==> src/rtl/wb_port_arbiter_if.sv <==
// Register-file write-port sharing bundle: pipeline writeback, long-latency
// result channel, and the arbitrated write port with stall and pending status.
interface wb_port_arbiter_if #(
  parameter int WORD_SIZE = 32
);
  logic                 pipe_wb_valid;
  logic [4:0]           pipe_wb_rd;
  logic [WORD_SIZE-1:0] pipe_wb_data;
  logic                 lu_valid;
  logic [4:0]           lu_rd;
  logic [WORD_SIZE-1:0] lu_data;
  logic                 lu_ready;
  logic                 rf_we;
  logic [4:0]           rf_waddr;
  logic [WORD_SIZE-1:0] rf_wdata;
  logic                 pipe_stall;
  logic [31:0]          pending_mask;

  modport slave (
    input  pipe_wb_valid, pipe_wb_rd, pipe_wb_data, lu_valid, lu_rd, lu_data,
    output lu_ready, rf_we, rf_waddr, rf_wdata, pipe_stall, pending_mask
  );

  modport master (
    output pipe_wb_valid, pipe_wb_rd, pipe_wb_data, lu_valid, lu_rd, lu_data,
    input  lu_ready, rf_we, rf_waddr, rf_wdata, pipe_stall, pending_mask
  );
endinterface

==> src/rtl/wb_port_arbiter.sv <==
// Shares the register-file write port between pipeline writeback and a buffered
// long-latency unit; pipeline wins, buffered results drain into idle slots.
module wb_port_arbiter #(
  parameter int WORD_SIZE    = 32,
  parameter int DEPTH        = 2,
  parameter int STARVE_LIMIT = 8
) (
  input  logic              clk,
  input  logic              rst,
  wb_port_arbiter_if.slave  bus
);
  localparam int PW = $clog2(DEPTH);
  localparam int CW = PW + 1;
  localparam int AW = $clog2(STARVE_LIMIT + 1);

  typedef enum logic [1:0] {
    IDLE    = 2'd0,
    PENDING = 2'd1,
    FORCE   = 2'd2
  } state_t;

  state_t               state_r;
  logic [4:0]           rd_mem_r   [DEPTH];
  logic [WORD_SIZE-1:0] data_mem_r [DEPTH];
  logic [DEPTH-1:0]     live_r;
  logic [PW-1:0]        wptr_r;
  logic [PW-1:0]        rptr_r;
  logic [CW-1:0]        count_r;
  logic [AW-1:0]        age_r;
  logic                 rf_we_r;
  logic [4:0]           rf_waddr_r;
  logic [WORD_SIZE-1:0] rf_wdata_r;
  logic                 pipe_stall_r;
  logic [31:0]          pending_mask_r;

  logic                 pipe_go_s;
  logic                 empty_s;
  logic                 full_s;
  logic                 head_live_s;
  logic                 pop_s;
  logic                 pop_write_s;
  logic                 push_s;
  logic                 force_s;
  logic [CW-1:0]        count_next_s;
  logic [AW-1:0]        age_next_s;
  logic [DEPTH-1:0]     live_next_s;
  logic [4:0]           slot_rd_s [DEPTH];
  logic [31:0]          mask_next_s;

  // Slot arbitration, FIFO bookkeeping and WAW squash for the current cycle
  always_comb begin
    pipe_go_s    = bus.pipe_wb_valid && (bus.pipe_wb_rd != 5'd0) && !pipe_stall_r;
    empty_s      = (count_r == {CW{1'b0}});
    full_s       = (count_r == CW'(DEPTH));
    head_live_s  = !empty_s && live_r[rptr_r];
    // Dead heads leave regardless of the pipeline; live heads only use idle slots.
    pop_s        = !empty_s && (!live_r[rptr_r] || !pipe_go_s);
    pop_write_s  = head_live_s && !pipe_go_s;
    push_s       = bus.lu_valid && !full_s && (bus.lu_rd != 5'd0) &&
                   !(pipe_go_s && (bus.lu_rd == bus.pipe_wb_rd));
    count_next_s = count_r + CW'(push_s) - CW'(pop_s);
    force_s      = !pop_s && (full_s || (age_r == AW'(STARVE_LIMIT - 1)));
    age_next_s   = (empty_s || pop_s) ? {AW{1'b0}} :
                   (head_live_s && (age_r != AW'(STARVE_LIMIT))) ? age_r + AW'(1) : age_r;
    live_next_s  = {DEPTH{1'b0}};
    mask_next_s  = 32'd0;
    for (int i = 0; i < DEPTH; i++) begin
      slot_rd_s[i]   = (push_s && (wptr_r == PW'(i))) ? bus.lu_rd : rd_mem_r[i];
      live_next_s[i] = (push_s && (wptr_r == PW'(i))) ||
                       (live_r[i] && !(pop_s && (rptr_r == PW'(i))) &&
                        !(pipe_go_s && (rd_mem_r[i] == bus.pipe_wb_rd)));
      mask_next_s    = mask_next_s | ({31'd0, live_next_s[i]} << slot_rd_s[i]);
    end
  end

  // FSM, FIFO storage and registered write-port outputs
  always_ff @(posedge clk or posedge rst) begin
    if (rst) begin
      state_r        <= IDLE;
      live_r         <= {DEPTH{1'b0}};
      wptr_r         <= {PW{1'b0}};
      rptr_r         <= {PW{1'b0}};
      count_r        <= {CW{1'b0}};
      age_r          <= {AW{1'b0}};
      rf_we_r        <= 1'b0;
      rf_waddr_r     <= 5'd0;
      rf_wdata_r     <= {WORD_SIZE{1'b0}};
      pipe_stall_r   <= 1'b0;
      pending_mask_r <= 32'd0;
      for (int i = 0; i < DEPTH; i++) begin
        rd_mem_r[i]   <= 5'd0;
        data_mem_r[i] <= {WORD_SIZE{1'b0}};
      end
    end else begin
      if (push_s) begin
        rd_mem_r[wptr_r]   <= bus.lu_rd;
        data_mem_r[wptr_r] <= bus.lu_data;
        wptr_r             <= wptr_r + PW'(1);
      end
      if (pop_s) begin
        rptr_r <= rptr_r + PW'(1);
      end
      live_r         <= live_next_s;
      count_r        <= count_next_s;
      age_r          <= age_next_s;
      pending_mask_r <= mask_next_s;
      rf_we_r        <= pipe_go_s || pop_write_s;
      if (pipe_go_s) begin
        rf_waddr_r <= bus.pipe_wb_rd;
        rf_wdata_r <= bus.pipe_wb_data;
      end else if (pop_write_s) begin
        rf_waddr_r <= rd_mem_r[rptr_r];
        rf_wdata_r <= data_mem_r[rptr_r];
      end
      case (state_r)
        IDLE: begin
          pipe_stall_r <= 1'b0;
          state_r      <= push_s ? PENDING : IDLE;
        end
        PENDING: begin
          if (count_next_s == {CW{1'b0}}) begin
            state_r      <= IDLE;
            pipe_stall_r <= 1'b0;
          end else if (force_s) begin
            state_r      <= FORCE;
            pipe_stall_r <= 1'b1;
          end else begin
            state_r      <= PENDING;
            pipe_stall_r <= 1'b0;
          end
        end
        FORCE: begin
          pipe_stall_r <= 1'b0;
          state_r      <= (count_next_s == {CW{1'b0}}) ? IDLE : PENDING;
        end
        default: begin
          pipe_stall_r <= 1'b0;
          state_r      <= IDLE;
        end
      endcase
    end
  end

  assign bus.lu_ready     = !full_s;
  assign bus.rf_we        = rf_we_r;
  assign bus.rf_waddr     = rf_waddr_r;
  assign bus.rf_wdata     = rf_wdata_r;
  assign bus.pipe_stall   = pipe_stall_r;
  assign bus.pending_mask = pending_mask_r;

  wb_port_arbiter_chk u_chk (
    .clk           (clk),
    .rst           (rst),
    .pipe_wb_valid (bus.pipe_wb_valid),
    .pipe_stall    (pipe_stall_r)
  );
endmodule

// Protocol checker: the pipeline must not present a writeback while stalled.
module wb_port_arbiter_chk (
  input logic clk,
  input logic rst,
  input logic pipe_wb_valid,
  input logic pipe_stall
);
  a_no_wb_during_stall: assert property (@(posedge clk) disable iff (rst)
    !(pipe_wb_valid && pipe_stall))
    else $error("pipeline writeback presented during stall");
endmodule

==> src/flat_wrapper.sv <==
// flat-port wrapper written by rule: the top's interface ports become plain ports
module wb_port_arbiter_flat 
#(
  parameter int WORD_SIZE    = 32,
  parameter int DEPTH        = 2,
  parameter int STARVE_LIMIT = 8
)
  (clk, rst, bus_pipe_wb_valid, bus_pipe_wb_rd, bus_pipe_wb_data, bus_lu_valid, bus_lu_rd, bus_lu_data, bus_lu_ready, bus_rf_we, bus_rf_waddr, bus_rf_wdata, bus_pipe_stall, bus_pending_mask);
  wb_port_arbiter_if #(.WORD_SIZE(WORD_SIZE)) bus_i ();
  input  logic clk;
  input  logic rst;
  input wire logic [$bits(bus_i.pipe_wb_valid)-1:0] bus_pipe_wb_valid;
  input wire logic [$bits(bus_i.pipe_wb_rd)-1:0] bus_pipe_wb_rd;
  input wire logic [$bits(bus_i.pipe_wb_data)-1:0] bus_pipe_wb_data;
  input wire logic [$bits(bus_i.lu_valid)-1:0] bus_lu_valid;
  input wire logic [$bits(bus_i.lu_rd)-1:0] bus_lu_rd;
  input wire logic [$bits(bus_i.lu_data)-1:0] bus_lu_data;
  output wire logic [$bits(bus_i.lu_ready)-1:0] bus_lu_ready;
  output wire logic [$bits(bus_i.rf_we)-1:0] bus_rf_we;
  output wire logic [$bits(bus_i.rf_waddr)-1:0] bus_rf_waddr;
  output wire logic [$bits(bus_i.rf_wdata)-1:0] bus_rf_wdata;
  output wire logic [$bits(bus_i.pipe_stall)-1:0] bus_pipe_stall;
  output wire logic [$bits(bus_i.pending_mask)-1:0] bus_pending_mask;
  assign bus_i.pipe_wb_valid = bus_pipe_wb_valid;
  assign bus_i.pipe_wb_rd = bus_pipe_wb_rd;
  assign bus_i.pipe_wb_data = bus_pipe_wb_data;
  assign bus_i.lu_valid = bus_lu_valid;
  assign bus_i.lu_rd = bus_lu_rd;
  assign bus_i.lu_data = bus_lu_data;
  assign bus_lu_ready = bus_i.lu_ready;
  assign bus_rf_we = bus_i.rf_we;
  assign bus_rf_waddr = bus_i.rf_waddr;
  assign bus_rf_wdata = bus_i.rf_wdata;
  assign bus_pipe_stall = bus_i.pipe_stall;
  assign bus_pending_mask = bus_i.pending_mask;
  wb_port_arbiter #(.WORD_SIZE(WORD_SIZE), .DEPTH(DEPTH), .STARVE_LIMIT(STARVE_LIMIT)) u_core (.clk(clk), .rst(rst), .bus(bus_i));
endmodule
==> config.mk <==
export PLATFORM = sky130hd
export DESIGN_NAME = wb_port_arbiter_flat
export DESIGN_NICKNAME = d
export VERILOG_FILES = /design/src/rtl/wb_port_arbiter_if.sv /design/src/rtl/wb_port_arbiter.sv /design/src/flat_wrapper.sv
export SDC_FILE = /design/constraint.sdc
export NUM_CORES = 1
export LEC_CHECK = 0
export CAP_MARGIN = 20
export CORE_MARGIN = 4
export CORE_UTILIZATION = 52
export DETAILED_ROUTE_END_ITERATION = 10
export GPL_ROUTABILITY_DRIVEN = 0
export PLACE_DENSITY = 0.81
export REMOVE_ABC_BUFFERS = 1
export SLEW_MARGIN = 20
export SYNTH_ARGS = -nofsm -noshare
export SYNTH_HDL_FRONTEND = slang
export SYNTH_SLANG_ARGS = --single-unit
export TNS_END_PERCENT = 50
==> constraint.sdc <==
create_clock -name clk -period 7.5 [get_ports clk]
set_clock_uncertainty 0.05 [all_clocks]
set_input_delay 2.25 -clock clk [delete_from_list [all_inputs] [get_ports clk]]
set_output_delay 2.25 -clock clk [all_outputs]
set_load 0.02 [all_outputs]
Word level (Yosys, flattened, before mapping). Cells that the tools add are included.

Bits in registers: 157.

$add $sub $neg: 5. $lt $le $gt $ge: 4. Reduce and logical (&&, ||, !) cells: 46. Bitwise operators: 5. Eq/ne operators: 8. Shift operators: 2. Multiplexer cells: 30.

Operators by type and width (count): 32-bit two-way mux (6); 64-bit bitwise mux (1); 1-bit by 5-bit left shift with 32-bit output (2); 5-bit two-way mux (8); 32-bit demux with 1-bit select (1); 32-bit OR (1); 1-bit logical AND (22); 5-bit == test (3); 1-bit logical NOT (11); 10-bit bitwise mux (1); 5-bit nonzero test (2); 4-bit two-way mux (2); 1-bit two-way mux (7); 2-bit logical NOT (3); 1-bit logical OR (6); 2-bit case mux with 3 select lines (1); 5-bit demux with 1-bit select (1); 4-bit by 1-bit adder with 4-bit output (second input constant) (1); 2-bit == test (second input constant) (2); 4-bit by 3-bit == test with 1-bit output (second input constant) (1); 2-bit greater-or-equal comparator (second input constant) (2); 2-bit two-way mux (2); 4-bit inequality test (second input constant) (1); 1-bit inverter with 2-bit output (2); 8 further kinds (11).

Logic depth before layout (Yosys ltp).
Word-level depth: 13. Mapped depth: 12.

Worst setup path after synthesis. OpenSTA, ideal clock, no wires.

Path kind: input -> register. Start point: in bus_pipe_wb_rd[0]. End point: reg u_core.state_r[0]. Setup time: 0.086 ns. Path buffers: 1. Stages: 12. Arrival time: 4.018 ns. Path slack: 3.347 ns. Path through: clkbuf_2 > nor3_4 > a21bo_2 > nor2_1 > nand2_1 > o21ai_0 > ha_1 > inv_1 > and4_1 > a21oi_1 > o2111ai_1 > a32oi_1.

Longest elaborated chain between the ends: 11.

RTL lines: start, declared (line flat_wrapper.sv:13) `input wire logic [$bits(bus_i.pipe_wb_rd)-1:0] bus_pipe_wb_rd;`; 5-bit nonzero test (line wb_port_arbiter.sv:52) `pipe_go_s = bus.pipe_wb_valid && (bus.pipe_wb_rd != 5'd0) && !pipe_stall_r;`; 1-bit logical AND (2 in series) (line wb_port_arbiter.sv:52); 1-bit logical AND (line wb_port_arbiter.sv:60) `!(pipe_go_s && (bus.lu_rd == bus.pipe_wb_rd));`; 1-bit logical NOT (line wb_port_arbiter.sv:60); 1-bit logical AND (line wb_port_arbiter.sv:59) `push_s = bus.lu_valid && !full_s && (bus.lu_rd != 5'd0) &&`; 2-bit by 1-bit adder with 2-bit output (line wb_port_arbiter.sv:61) `count_next_s = count_r + CW'(push_s) - CW'(pop_s);`; 2-bit by 1-bit subtractor with 2-bit output * (line wb_port_arbiter.sv:61); via u_core.count_next_s[0] (line wb_port_arbiter.sv:44) `logic [CW-1:0] count_next_s;`; 2-bit logical NOT * (line wb_port_arbiter.sv:121, wb_port_arbiter.sv:134); 1-bit two-way mux / 2-bit two-way mux (equally long branches) (line wb_port_arbiter.sv:134, wb_port_arbiter.sv:121); 2-bit case mux with 3 select lines * (line wb_port_arbiter.sv:115) `case (state_r)`; end signal, assigned (line wb_port_arbiter.sv:118) `state_r <= push_s ? PENDING : IDLE;`; end signal, assigned (line wb_port_arbiter.sv:134) `state_r <= (count_next_s == {CW{1'b0}}) ? IDLE : PENDING;`; end, declared (line wb_port_arbiter.sv:22) `state_t state_r;`.

The timed path passes the listed nets; every way through them passes the cells marked *. A chain may end at the register's enable or synchronous reset.

Worst setup path after layout.
Start point: in bus_pipe_wb_rd[0]. End point: reg u_core.pending_mask_r[8] (netlist: u_core.bus.pending_mask[8]).

Longest elaborated chain between the ends: 13.

RTL lines: 5-bit nonzero test (line wb_port_arbiter.sv:52); 1-bit logical AND (2 in series) (line wb_port_arbiter.sv:52); 1-bit logical NOT (line wb_port_arbiter.sv:57) `pop_s = !empty_s && (!live_r[rptr_r] || !pipe_go_s);`; 1-bit logical OR (line wb_port_arbiter.sv:57); 1-bit logical AND (line wb_port_arbiter.sv:57); 1-bit logical AND (line wb_port_arbiter.sv:70) `(live_r[i] && !(pop_s && (rptr_r == PW'(i))) &&`; 1-bit logical NOT (line wb_port_arbiter.sv:70); 1-bit logical AND (2 in series) (line wb_port_arbiter.sv:70); 1-bit logical OR (line wb_port_arbiter.sv:69) `live_next_s[i] = (push_s && (wptr_r == PW'(i))) ||`; 1-bit by 5-bit left shift with 32-bit output (line wb_port_arbiter.sv:72) `mask_next_s = mask_next_s | ({31'd0, live_next_s[i]} << slot_rd_s[i]);`; 32-bit OR * (line wb_port_arbiter.sv:72); via u_core.mask_next_s[8] (line wb_port_arbiter.sv:48) `logic [31:0] mask_next_s;`; end signal, assigned (line wb_port_arbiter.sv:106) `pending_mask_r <= mask_next_s;`; end, declared (line wb_port_arbiter.sv:34) `logic [31:0] pending_mask_r;`.

Marks and branches as above.

==> impl_metrics.csv <==
group,metric,value,unit
critical_path,crit_type,"input pin to flip-flop",
synth,ys.flop_type,"dfrtp_1",
power_and_ir_drop,seqPwrFrac,36.4,%
final_layout,fin_area,0.009404,mm²
min_path,hold_path.startpoint,"u_core.data_mem_r[55]",
final_layout,utilization,69.90,%
min_path,hold_depth,1,
grt,antenna_found_initial,0,
critical_path,reg2reg_from,"u_core.bus.pipe_stall",
sta,final-setup-viol-count,0,
detailed_routing,ant_nets,0,
synth,synthesis.instances,652,
sta,holdWs,0.4546,ns
detailed_routing,wl_per_cell,18.29,µm
die,die_area,0.01591,mm²
synth,yosys.area.top_type,"dfrtp_1",
sta,final-max-slew-violation-count,0,
placement,dp_hpwl,12.35,mm
final_layout,areaGrowthSynthToFinish,29.63,%
critical_path,r2r-end,"u_core.bus.pending_mask[8]",
detailed_routing,routed_wl,17.69,mm
grt,grt_pass1_vias,5841,
synth,syn_area,0.007254,mm²
cts,numClockSinks,156,
detailed_routing,avgViaCountPerCell,5.792,
sta,finalWorstSetupSlack,2.643,ns
critical_path,cp-start-kind,"input pin",
synth,yosys_register_bits,156,
critical_path,cp.arrival,5.06,ns
critical_path,cp_cell_sequence,"clkdlybuf4s50_1 -> nor3_4 -> a21boi_4 -> buf_4 -> nand4_1 -> o311a_1 -> a22oi_1 -> o22ai_1",
sta,worst_slew_margin_rel,44.95,%
synth,ys_seq_area_share,53.81,%
synth,yosysWarnings,0,
sta,worst_pin_slew,0.8258,ns
power_and_ir_drop,p_int,2.503,mW
grt,grt_pass1_wl,29.36,mm
sta,fmax,0.2059,GHz
synth,synth_edf_count,0,
placement,portBuffers,149,
grt,grt_max_degree,123,
cts,postCtsSetupBuffers,0,
grt,grt_overflow,0,
min_path,hp-class,"flip-flop to flip-flop",
cts,cts.repair.resized,0,
run,max-cap-violations,0,
cts,cts_tree,"built",
power_and_ir_drop,pwr-share-comb,43.0,%
critical_path,path_max_fanout,72,
grt,met3_usage,7.663,%
detailed_routing,vias,5601,
placement,dpl_cell_area,0.008826,mm²
cts,cts_max_level,4,
power_and_ir_drop,switching_share,37.54,%
cts,hold_buffers,0,
power_and_ir_drop,p_sw,1.505,mW
critical_path,critPathCaptureType,"flip-flop",
sta,grt_setup_unrepaired,"no",
synth,avgSynthCellArea,11.13,µm²
critical_path,max_stage_delay,0.69,ns
synth,synth_area_leaders,"dfrtp_1, mux2_2, o21ai_0",
critical_path,crit_buf_inv,2,
grt,grt_usage,22.80,%
critical_path,crit_family,"compound AO/OA/AOI/OAI gates",
cts,numCtsBuffers,17,
critical_path,rrSetupSlack,4.51,ns
die,ios,150,
die,die_h,126.1,µm
sta,finalCriticalPeriod,4.857,ns
final_layout,num_antenna_cells,0,
critical_path,r2r_cells,7,
placement,place_ws,1.973,ns
detailed_routing,drtIter0Drc,392,
outcome,status,"finished clean",
cts,clk_pin_slew_worst_paths,0.06,ns
min_path,holdPathEnd,"u_core.data_mem_r[55]",
final_layout,final_nets,859,
grt,top_usage_layer,"met2",
critical_path,required,7.70,ns
power_and_ir_drop,leakagePower,3.965,nW
final_layout,final_layout_size_suffix_gt1_share,15.68,%
grt,grt_use_met2,37.12,%
sta,fin_setup_tns,0,ns
placement,dp.cells,935,
final_layout,fillers,985,
final_layout,fin_cells,967,
cts,clock_path_buffers,2,
power_and_ir_drop,p_total,4.008,mW
die,start_util,53.92,%
power_and_ir_drop,power_frac_clock,20.6,%
die,rows,42,
critical_path,crit_slowest_cell,"clkdlybuf4s50_1",
cts,clkLatencyLatePin,0.42,ns
sta,post-route-period-util,64.76,%
die,core_area,0.01345,mm²
die,die_x,126.1,µm
synth,synthDistinctLibCells,58,
power_and_ir_drop,cellPowerDensity,426.2,mW/mm²
synth,synth_top_area_share,53.81,%
sta,hold_viol_final,0,
synth,async_flop_share,100.0,%
cts,cts-root-buf,"clkbuf_16",
detailed_routing,drc_errors,0,
grt,grtUsageMet1,28.24,%
detailed_routing,dr.pass1.iters,5,
power_and_ir_drop,peakVddDrop,203.5,µV
-- power by group through the flow --
stage	logic [mW]	clock network [mW]	registers (mW)
global route	1.88	0.878	1.50
detailed placement	1.72	0	1.46
floorplan	0.919	0	1.61
global placement	1.67	0	1.43
CTS	1.73	0.838	1.45
finish	1.72	0.826	1.46
-- worst max path at each step --
stage | startpoint | to | slack [ns] | depth (start not counted)
2_1_floorplan | rst | u_core.age_r[0] | 0.99 | 1
3_3_place_gp | bus_lu_rd[2] | u_core.bus.pending_mask[0] | 1.98 | 7
3_5_place_dp | bus_lu_rd[2] | u_core.bus.pending_mask[23] | 1.97 | 7
4_1_cts | bus_lu_rd[2] | u_core.bus.pending_mask[23] | 2.37 | 7
5_1_grt | bus_pipe_wb_rd[0] | u_core.bus.pending_mask[31] | 2.46 | 8
6_report | bus_pipe_wb_rd[0] | u_core.bus.pending_mask[8] | 2.64 | 8
-- registers in the layout, summed over array words and instances, names as in the netlist, 2 cells and up --
| name | cells |
|---|---|
| u_core.live_r | 2 |
| u_core.bus.pending_mask | 32 |
| u_core.bus.rf_wdata | 32 |
| u_core.bus.rf_waddr | 5 |
| u_core.rd_mem_r | 10 |
| u_core.age_r | 4 |
| u_core.count_r | 2 |
| u_core.data_mem_r | 64 |
-- cells by family after synthesis --
logic type               Yosys count  synth area share (%)
flip-flops                       156                 53.81
AO/OA/AOI/OAI                    159                 13.75
adder cells (fa/ha/maj)            3                0.5175
XOR/XNOR                          20                 2.415
AND/OR/NAND/NOR                  149                 9.831
multiplexers                     108                 16.09
buffers and inverters             57                 3.587
-- synth_stat cells (2+ instances only) --
master    count
dfrtp_1     156
a211oi_1      2
clkbuf_1     20
o21ai_0      79
nand2_1      94
buf_2        17
buf_4         3
nor3_1        7
a21bo_2       2
a21oi_1       8
nor2_1       17
o22ai_1      33
nor2b_1       8
nor4b_1       3
inv_1         9
xor2_1       11
ha_1          3
buf_1         2
xnor2_1       9
a32oi_1       4
mux2i_1      39
nor3b_1       3
a21boi_2      2
clkbuf_2      5
a31oi_1       7
mux2_2       69
a22oi_1       8
nand3_1       2
-- per-layer routing --
| layer | routed length (µm) | up-vias |
|---|---|---|
| li1 | - | 2569 |
| met5 | 0 | - |
| met3 | 1534 | 51 |
| met2 | 8644 | 267 |
| met1 | 7037 | 2714 |
| met4 | 474 | 0 |
-- cell type report --
| cell class | count | area [µm²] | area share, % |
|---|---|---|---|
| inverter | 9 | 41.29 | 0.4391 |
| timing repair buffer | 155 | 1556 | 16.55 |
| tap | 176 | 220.2 | 2.342 |
| multi-input combinational | 439 | 3112 | 33.09 |
| sequential | 156 | 3905 | 41.52 |
| clock buffer | 20 | 446.7 | 4.750 |
| clock inverter | 12 | 122.6 | 1.304 |
-- cells in the final DEF (no fill, tap or decap), types with 11 or more instances in the layout --
master,instances
dfrtp_1,155
o22ai_1,33
xor2_1,11
mux2_2,69
nor2_1,16
o21ai_0,79
nand2_1,94
clkbuf_16,17
mux2i_1,39
clkdlybuf4s50_1,149
(Power assumes the default switching activity.)
